--- src/rtl/noc_packet_injector.sv ---
// rtl/noc_packet_injector.sv - NoC flit injector: packet command + payload stream to header/body/tail flits
//
// Ports:
//   noc_clk, noc_rst              clock, synchronous active-high reset
//   cmd_valid/cmd_ready           packet command handshake (cmd_dst_x, cmd_dst_y, cmd_len)
//   pay_valid/pay_ready/pay_data  payload word stream, one word per body flit
//   out_valid/out_ready/out_flit  flit stream toward the router local port
//   out_is_header, out_is_tail    flit position markers
//   out_vc_ready                  downstream VC free; only gates header launch
//   busy                          packet in progress or flit still held
//   pkt_count                     tail flits accepted by the router (wraps)
module noc_packet_injector #(
  parameter int FLIT_WIDTH = 32,
  parameter int X_WIDTH    = 1,
  parameter int Y_WIDTH    = 1,
  parameter int LEN_WIDTH  = 4,
  parameter int SRC_X      = 0,
  parameter int SRC_Y      = 0
) (
  input  logic                  noc_clk,
  input  logic                  noc_rst,
  input  logic                  cmd_valid,
  output logic                  cmd_ready,
  input  logic [X_WIDTH-1:0]    cmd_dst_x,
  input  logic [Y_WIDTH-1:0]    cmd_dst_y,
  input  logic [LEN_WIDTH-1:0]  cmd_len,
  input  logic                  pay_valid,
  output logic                  pay_ready,
  input  logic [FLIT_WIDTH-1:0] pay_data,
  output logic                  out_valid,
  input  logic                  out_ready,
  output logic [FLIT_WIDTH-1:0] out_flit,
  output logic                  out_is_header,
  output logic                  out_is_tail,
  input  logic                  out_vc_ready,
  output logic                  busy,
  output logic [15:0]           pkt_count
);

  localparam int HDR_BITS = 2*X_WIDTH + 2*Y_WIDTH + LEN_WIDTH + 8;

  localparam logic [1:0] ST_IDLE = 2'd0;
  localparam logic [1:0] ST_HEAD = 2'd1;
  localparam logic [1:0] ST_BODY = 2'd2;

  localparam logic [X_WIDTH-1:0] SRC_X_L = X_WIDTH'(SRC_X);
  localparam logic [Y_WIDTH-1:0] SRC_Y_L = Y_WIDTH'(SRC_Y);

  generate
    if (FLIT_WIDTH < HDR_BITS) begin : g_width_check
      $error("noc_packet_injector: FLIT_WIDTH too small for header fields");
    end
  endgenerate

  logic [1:0]            state;
  logic [X_WIDTH-1:0]    dst_x_q;
  logic [Y_WIDTH-1:0]    dst_y_q;
  logic [LEN_WIDTH-1:0]  len_q;
  logic [LEN_WIDTH-1:0]  rem_q;
  logic [7:0]            seq_q;

  logic                  load_en;
  logic                  hdr_fire;
  logic                  body_fire;
  logic [FLIT_WIDTH-1:0] header_flit;

  // Output register may take a new flit when empty or being drained this edge.
  assign load_en   = !out_valid || out_ready;
  assign hdr_fire  = (state == ST_HEAD) && out_vc_ready && load_en;
  // Reset gating keeps both handshakes closed while reset is asserted,
  // including the first reset cycle before state has returned to IDLE.
  assign cmd_ready = (state == ST_IDLE) && !noc_rst;
  assign pay_ready = (state == ST_BODY) && load_en && !noc_rst;
  assign body_fire = pay_valid && pay_ready;
  assign busy      = (state != ST_IDLE) || out_valid;

  // Header fields packed LSB-first, upper bits zero.
  assign header_flit = FLIT_WIDTH'({seq_q, len_q, SRC_Y_L, SRC_X_L, dst_y_q, dst_x_q});

  always_ff @(posedge noc_clk) begin
    if (noc_rst) begin
      state         <= ST_IDLE;
      dst_x_q       <= '0;
      dst_y_q       <= '0;
      len_q         <= '0;
      rem_q         <= '0;
      seq_q         <= '0;
      out_valid     <= 1'b0;
      out_flit      <= '0;
      out_is_header <= 1'b0;
      out_is_tail   <= 1'b0;
      pkt_count     <= '0;
    end else begin
      case (state)
        ST_IDLE: begin
          if (cmd_valid) begin
            dst_x_q <= cmd_dst_x;
            dst_y_q <= cmd_dst_y;
            len_q   <= cmd_len;
            state   <= ST_HEAD;
          end
        end
        ST_HEAD: begin
          if (hdr_fire) begin
            rem_q <= len_q;
            seq_q <= seq_q + 8'd1;
            state <= (len_q == '0) ? ST_IDLE : ST_BODY;
          end
        end
        ST_BODY: begin
          if (body_fire) begin
            rem_q <= rem_q - LEN_WIDTH'(1);
            if (rem_q == LEN_WIDTH'(1)) begin
              state <= ST_IDLE;
            end
          end
        end
        default: state <= ST_IDLE;
      endcase

      // A new flit overwrites the register on the same edge the old one
      // drains, so back-to-back flits leave no bubble.
      if (hdr_fire) begin
        out_valid     <= 1'b1;
        out_flit      <= header_flit;
        out_is_header <= 1'b1;
        out_is_tail   <= (len_q == '0);
      end else if (body_fire) begin
        out_valid     <= 1'b1;
        out_flit      <= pay_data;
        out_is_header <= 1'b0;
        out_is_tail   <= (rem_q == LEN_WIDTH'(1));
      end else if (out_valid && out_ready) begin
        out_valid <= 1'b0;
      end

      if (out_valid && out_ready && out_is_tail) begin
        pkt_count <= pkt_count + 16'd1;
      end
    end
  end

endmodule

--- config.mk ---
export PLATFORM = sky130hd
export DESIGN_NAME = noc_packet_injector
export DESIGN_NICKNAME = d
export VERILOG_FILES = /design/src/rtl/noc_packet_injector.sv
export SDC_FILE = /design/constraint.sdc
export NUM_CORES = 1
export LEC_CHECK = 0
export CAP_MARGIN = 20
export CORE_MARGIN = 1.5
export CORE_UTILIZATION = 40
export CTS_CLUSTER_DIAMETER = 120
export DETAILED_ROUTE_END_ITERATION = 10
export HOLD_SLACK_MARGIN = 0.1
export PLACE_DENSITY_LB_ADDON = 0.15
export SYNTH_ARGS = -nofsm -noshare
export SYNTH_HDL_FRONTEND = slang
export SYNTH_SLANG_ARGS = --single-unit
--- constraint.sdc ---
create_clock -name noc_clk -period 2.35 [get_ports noc_clk]
set_input_delay 0.47 -clock noc_clk [delete_from_list [all_inputs] [get_ports noc_clk]]
set_output_delay 0.47 -clock noc_clk [all_outputs]
set_load 0.03 [all_outputs]
=== Word level (Yosys, flattened, before mapping) ===
Index checks and enable logic that the tools add are counted.

* $add $sub $neg: 3
* Equality and inequality tests: 7
* Multiplexer cells: 18
* Reduce and logical (&&, ||, !) cells: 23

{| class="wikitable"
|+ Operators with widths
! cell !! count
|-
| 16-bit two-way mux || 2
|-
| 16-bit by 1-bit adder with 16-bit output, second input constant || 1
|-
| 2-bit two-way mux || 5
|-
| 8-bit by 1-bit adder with 8-bit output, second input constant || 1
|-
| 1-bit logical AND || 8
|-
| 4-bit two-way mux || 2
|-
| 4-bit one-hot mux with 2 select lines || 1
|-
| 1-bit two-way mux || 7
|-
| 2-bit inequality test, second input constant || 3
|-
| 2-bit one-hot mux with 3 select lines || 1
|-
| 2-bit nonzero test || 3
|-
| 4-bit by 1-bit == test with 1-bit output, second input constant || 1
|-
| 4-bit logical NOT || 1
|-
| 2-bit AND reduction || 2
|-
| 4-bit AND reduction || 1
|-
| 4-bit by 1-bit subtractor with 4-bit output, second input constant || 1
|-
| 3-bit AND reduction || 1
|-
| 3-bit nonzero test || 1
|-
| 2-bit by 1-bit == test with 1-bit output, second input constant || 1
|-
| 2-bit == test, second input constant || 1
|-
| 1-bit logical NOT || 2
|-
| 2-bit logical NOT || 1
|-
| 1-bit logical OR || 2
|-
| 2-bit by 1-bit inequality test with 1-bit output, second input constant || 1
|-
| 2-bit OR reduction || 1
|}

* Flip-flop bits (word level): 71
* Input bits: 44
* Output and inout bits: 54

=== Depth between registers and ports, before layout ===
Gate-level depths: netlist (run 1).

* Word-level depth: 7
* Depth in mapped cells: 7

=== Worst setup path after synthesis (run 1) ===
OpenSTA, ideal clock, no wires.

* Path kind: register to register
* Start: register out_valid
* End: register pkt_count[15]
* Library setup time: 0.070 ns
* Arrival: 2.040 ns
* Required time: 2.280 ns
* Path slack: 0.240 ns
* Stages on the path, launching flop included: 6
* Clock period less this slack: 2.110 ns
* Path through: dfxtp_1 nand3_1 or4_1 buf_2 or4_1 a21oi_1

* Cells in the longest elaborated chain, start to end: 2

{| class="wikitable"
|+ RTL lines
! item !! RTL line !! source
|-
| start: declaration || 30 || <nowiki>output logic out_valid,</nowiki>
|-
| start signal: assignment || 88 || <nowiki>out_valid <= 1'b0;</nowiki>
|-
| start signal: assignment || 124 || <nowiki>out_valid <= 1'b1;</nowiki>
|-
| start signal: assignment || 129 || <nowiki>out_valid <= 1'b1;</nowiki>
|-
| 1-bit logical AND (2 in a row) || 137 || <nowiki>if (out_valid && out_ready && out_is_tail) begin</nowiki>
|-
| end signal: assignment || 138 || <nowiki>pkt_count <= pkt_count + 16'd1;</nowiki>
|-
| end: declaration || 37 || <nowiki>output logic [15:0] pkt_count</nowiki>
|}

No other way between the ends.
A chain may end at the register's enable or synchronous reset.

=== Worst setup path in the final report (run 1) ===
* Start: register state[0]
* End: output busy

* Cells in the longest elaborated chain, start to end: 2

{| class="wikitable"
|+ RTL lines
! item !! RTL line !! source
|-
| start: declaration || 55 || <nowiki>logic [1:0] state;</nowiki>
|-
| start signal: assignment || 107 || <nowiki>state <= (len_q == '0) ? ST_IDLE : ST_BODY;</nowiki>
|-
| 2-bit nonzero test || 75 || <nowiki>assign busy = (state != ST_IDLE) || out_valid;</nowiki>
|-
| 1-bit logical OR || 75 ||
|-
| end: declaration || 36 || <nowiki>output logic busy,</nowiki>
|}

No other way between the ends.

==> impl_metrics.csv, run 1 <==
group,metric,value,unit
outcome,status,"finished, final reports clean",
layout,layout.nets,520,
logic_synthesis,syn_area_per_cell,8.196,µm²
sta,worst_pin_slew,0.5548,ns
clock_network,clockBufferDepth,2,
clock_network,numCtsBuffers,9,
setup_path,cp_max_fo,10,
sta,finalSetupViolCount,0,
die,die_y,89.95,µm
layout,fin_util,0.6026,
clock_network,cts_hold_buf,0,
logic_synthesis,yosys-top-cells-count,"nand2_1 (80), dfxtp_1 (71), nor2_1 (46), a21oi_1 (32)",
layout,num-fill-cells,674,
setup_path,crit_chain,"or3_1 > clkdlybuf4s50_1",
sta,period_minus_slack,2.209,ns
clock_network,cts_sinks,71,
logic_synthesis,yosysTopAreaCellShare,0.4700,
setup_path,required,1.88,ns
global_route,antenna_found_initial,0,
logic_synthesis,yosys_warnings,0,
power_and_ir_drop,pwr-share-seq,0.491,
sta,rsz0062_at_grt,"false",
logic_synthesis,synth-seq-cells,71,
setup_path,critical-path-top-delay-family,"buffers and inverters",
global_route,grt.total_usage,0.1938,
sta,fin_hold_ws,0.3980,ns
logic_synthesis,synth_top_cells_by_area,"dfxtp_1 (47%), nand2_1 (9.9%), nor2_1 (5.7%)",
clock_network,path_clk_slew,0.08,ns
die,die_area,8091,µm²
layout,layout-drive-gt1-share,0.08805,
layout,register_area,1421,µm²
clock_network,h-tree-depth,3,
power_and_ir_drop,p_sw,659.6,µW
die,fp.dieW,89.95,µm
route,wire_per_inst,13.26,µm
die,start_util,0.4147,
setup_path,cp_slowest_cell,"clkdlybuf4s50_1",
logic_synthesis,synth_ff_type,"dfxtp_1",
sta,fin_worst_skew,0.01328,ns
power_and_ir_drop,power.leakage,0.001533,µW
logic_synthesis,synth_edf_count,0,
die,ios,98,
route,route.detailed.drc,0,
setup_path,cp.arrival,1.74,ns
logic_synthesis,synth_area,3024,µm²
route,ant_nets,0,
global_route,grt_max_degree,55,
sta,fin_crit_sh,0.9400,
hold_path,hold_path_class,"input pin to register",
setup_path,cpPeakStageDelay,0.59,ns
setup_path,endpoint_kind,"output port",
logic_synthesis,postSynth.asyncResetShare,0,
sta,finalHoldViolations,0,
route,vias,2859,
die,coreArea,7292,µm²
setup_path,start_kind,"register",
layout,multi_input_area,1484,µm²
logic_synthesis,post-synth-top-count-cell,"nand2_1",
power_and_ir_drop,clockPowerShare,0.381,
power_and_ir_drop,power.density,586.8,nW/µm²
placed_design,gp_congestion,0.7784,
flow_run,cap_violations,0,
route,drt-initial-drc-count,145,
route,firstDrtPassIters,4,
power_and_ir_drop,power_switching_share,0.2558,
logic_synthesis,yosysUniqueCellTypes,38,
clock_network,post_cts_buffers,0,
power_and_ir_drop,p_total,2579,µW
die,rows,31,
logic_synthesis,seq_area_frac_synth,0.4700,
placed_design,place_hpwl,5102,µm
layout,syn_to_final_growth,45.30,%
sta,max_freq,0.4527,GHz
clock_network,cts_tree,"yes",
global_route,grt-ovfl-total,0,
global_route,grt_pass1_vias,2734,
global_route,grt_pass1_wl,12800,µm
clock_network,cts-root-buf,"clkbuf_8",
power_and_ir_drop,ir_drop,0.0003969,V
sta,finalSetupTns,0,ns
route,vias_per_cell,4.964,
clock_network,cts_resized,0,
clock_network,clkLatencyLatePin,0.35,ns
layout,diodes,0,
sta,relSlewSlack,0.6302,
setup_path,crit_buf_inv,1,
sta,drv_slew,0,
power_and_ir_drop,cell_internal_pwr,1919,µW
route,drt-total-wl,7635,µm
placed_design,io_buffers,97,
setup_path,crit_type,"register to output port",
logic_synthesis,synth_top_cell_by_area,"dfxtp_1",
logic_synthesis,synthCells,369,
power_and_ir_drop,comb_power_share,0.128,
logic_synthesis,syn_nets,417,
## placed cells by master (no fill, tap or decap), types with 4 or more instances in the layout
cell type	synthesis	routed
or4_1	4	4
nor2_1	46	46
clkdlybuf4s50_1	0	95
a311oi_1	14	14
buf_4	1	16
ha_1	4	4
a21oi_1	32	32
dfxtp_1	71	71
mux2i_1	6	6
nor4_1	7	7
nand2b_1	5	5
nor3_1	9	9
buf_12	0	4
nand2_1	80	80
nor2b_1	5	5
clkbuf_8	0	10
xnor2_1	12	12
nand3_1	14	14
## stage by stage
| stage | cell area [µm²] | setup slack (ns) | instances |
|---|---|---|---|
| 2_1_floorplan | 3024 | 0.2399 | 369 |
| 3_3_place_gp | 4197 | 0.03369 | 560 |
| 3_5_place_dp | 4197 | 0.03272 | 560 |
| 4_1_cts | 4394 | 0.1281 | 576 |
| 5_1_grt | 4394 | 0.07873 | 576 |
| 6_report | 4394 | 0.1410 | 576 |
## flip-flops by register name (all words and copies together) (netlist names)
signal and cells:
out_is_header 1, out_flit 32, seq_q 8, len_q 4
dst_y_q 1, rem_q 4, out_is_tail 1, out_valid 1
pkt_count 16, state 2, dst_x_q 1
## power groups by stage
stage | logic [µW] | clock network [µW] | registers (µW)
final | 331 | 982 | 1270
after global routing | 357 | 1060 | 1270
after CTS | 333 | 1010 | 1270
after detailed placement | 332 | 0 | 1290
after global placement | 330 | 0 | 1290
after floorplan | 130 | 0 | 1330
## layout make-up
cell class              instances  share of cell area
flip-flops and latches         71              0.3235
clock buffers                  10             0.03132
repair buffers                116              0.2631
well taps                      99             0.02819
multi-input cells             271              0.3377
clock inverters                 6             0.01367
inverters                       3            0.002563
## kinds of logic (layout without fill, tap and decap cells)
logic type      Yosys count  after routing  share of synthesized area
simple gates            186            186                     0.2809
flops                    71             71                     0.4700
compound gates           58             58                     0.1225
buf+inv                  27            135                    0.03930
xor+xnor                 15             15                    0.04344
mux                       8              8                    0.02731
fa+ha+maj                 4              4                    0.01655
## routing by layer
metal | GRT usage | up-vias | share of wire
met4 | 0.08333 | 0 | 0.018
met3 | 0.07360 | 10 | 0.085
met2 | 0.2996 | 79 | 0.44
met5 | 0 | - | 0
li1 | - | 1472 | -
met1 | 0.2411 | 1298 | 0.46
## final timing paths
path / cells past startpoint / slack, ns / endpoint / from
max: 2 / 0.14 / busy / state[0]
min: 2 / 0.40 / seq_q[4] / noc_rst
max reg2reg: 4 / 0.37 / pkt_count[15] / pkt_count[3]
min reg2reg: 2 / 0.45 / out_flit[26] / out_flit[26]
Note: power is estimated with default switching activity, not from simulation.
==> inputs of run 2 (changes only) <==
--- a/config.mk
+++ b/config.mk
@@ -5,10 +5,8 @@
 export SDC_FILE = /design/constraint.sdc
 export NUM_CORES = 1
 export LEC_CHECK = 0
-export CAP_MARGIN = 20
 export CORE_MARGIN = 1.5
 export CORE_UTILIZATION = 40
-export CTS_CLUSTER_DIAMETER = 120
 export DETAILED_ROUTE_END_ITERATION = 10
 export HOLD_SLACK_MARGIN = 0.1
 export PLACE_DENSITY_LB_ADDON = 0.15
==> results of run 2 <==
Final layout, timing and power as in run 1 (identical DEF).
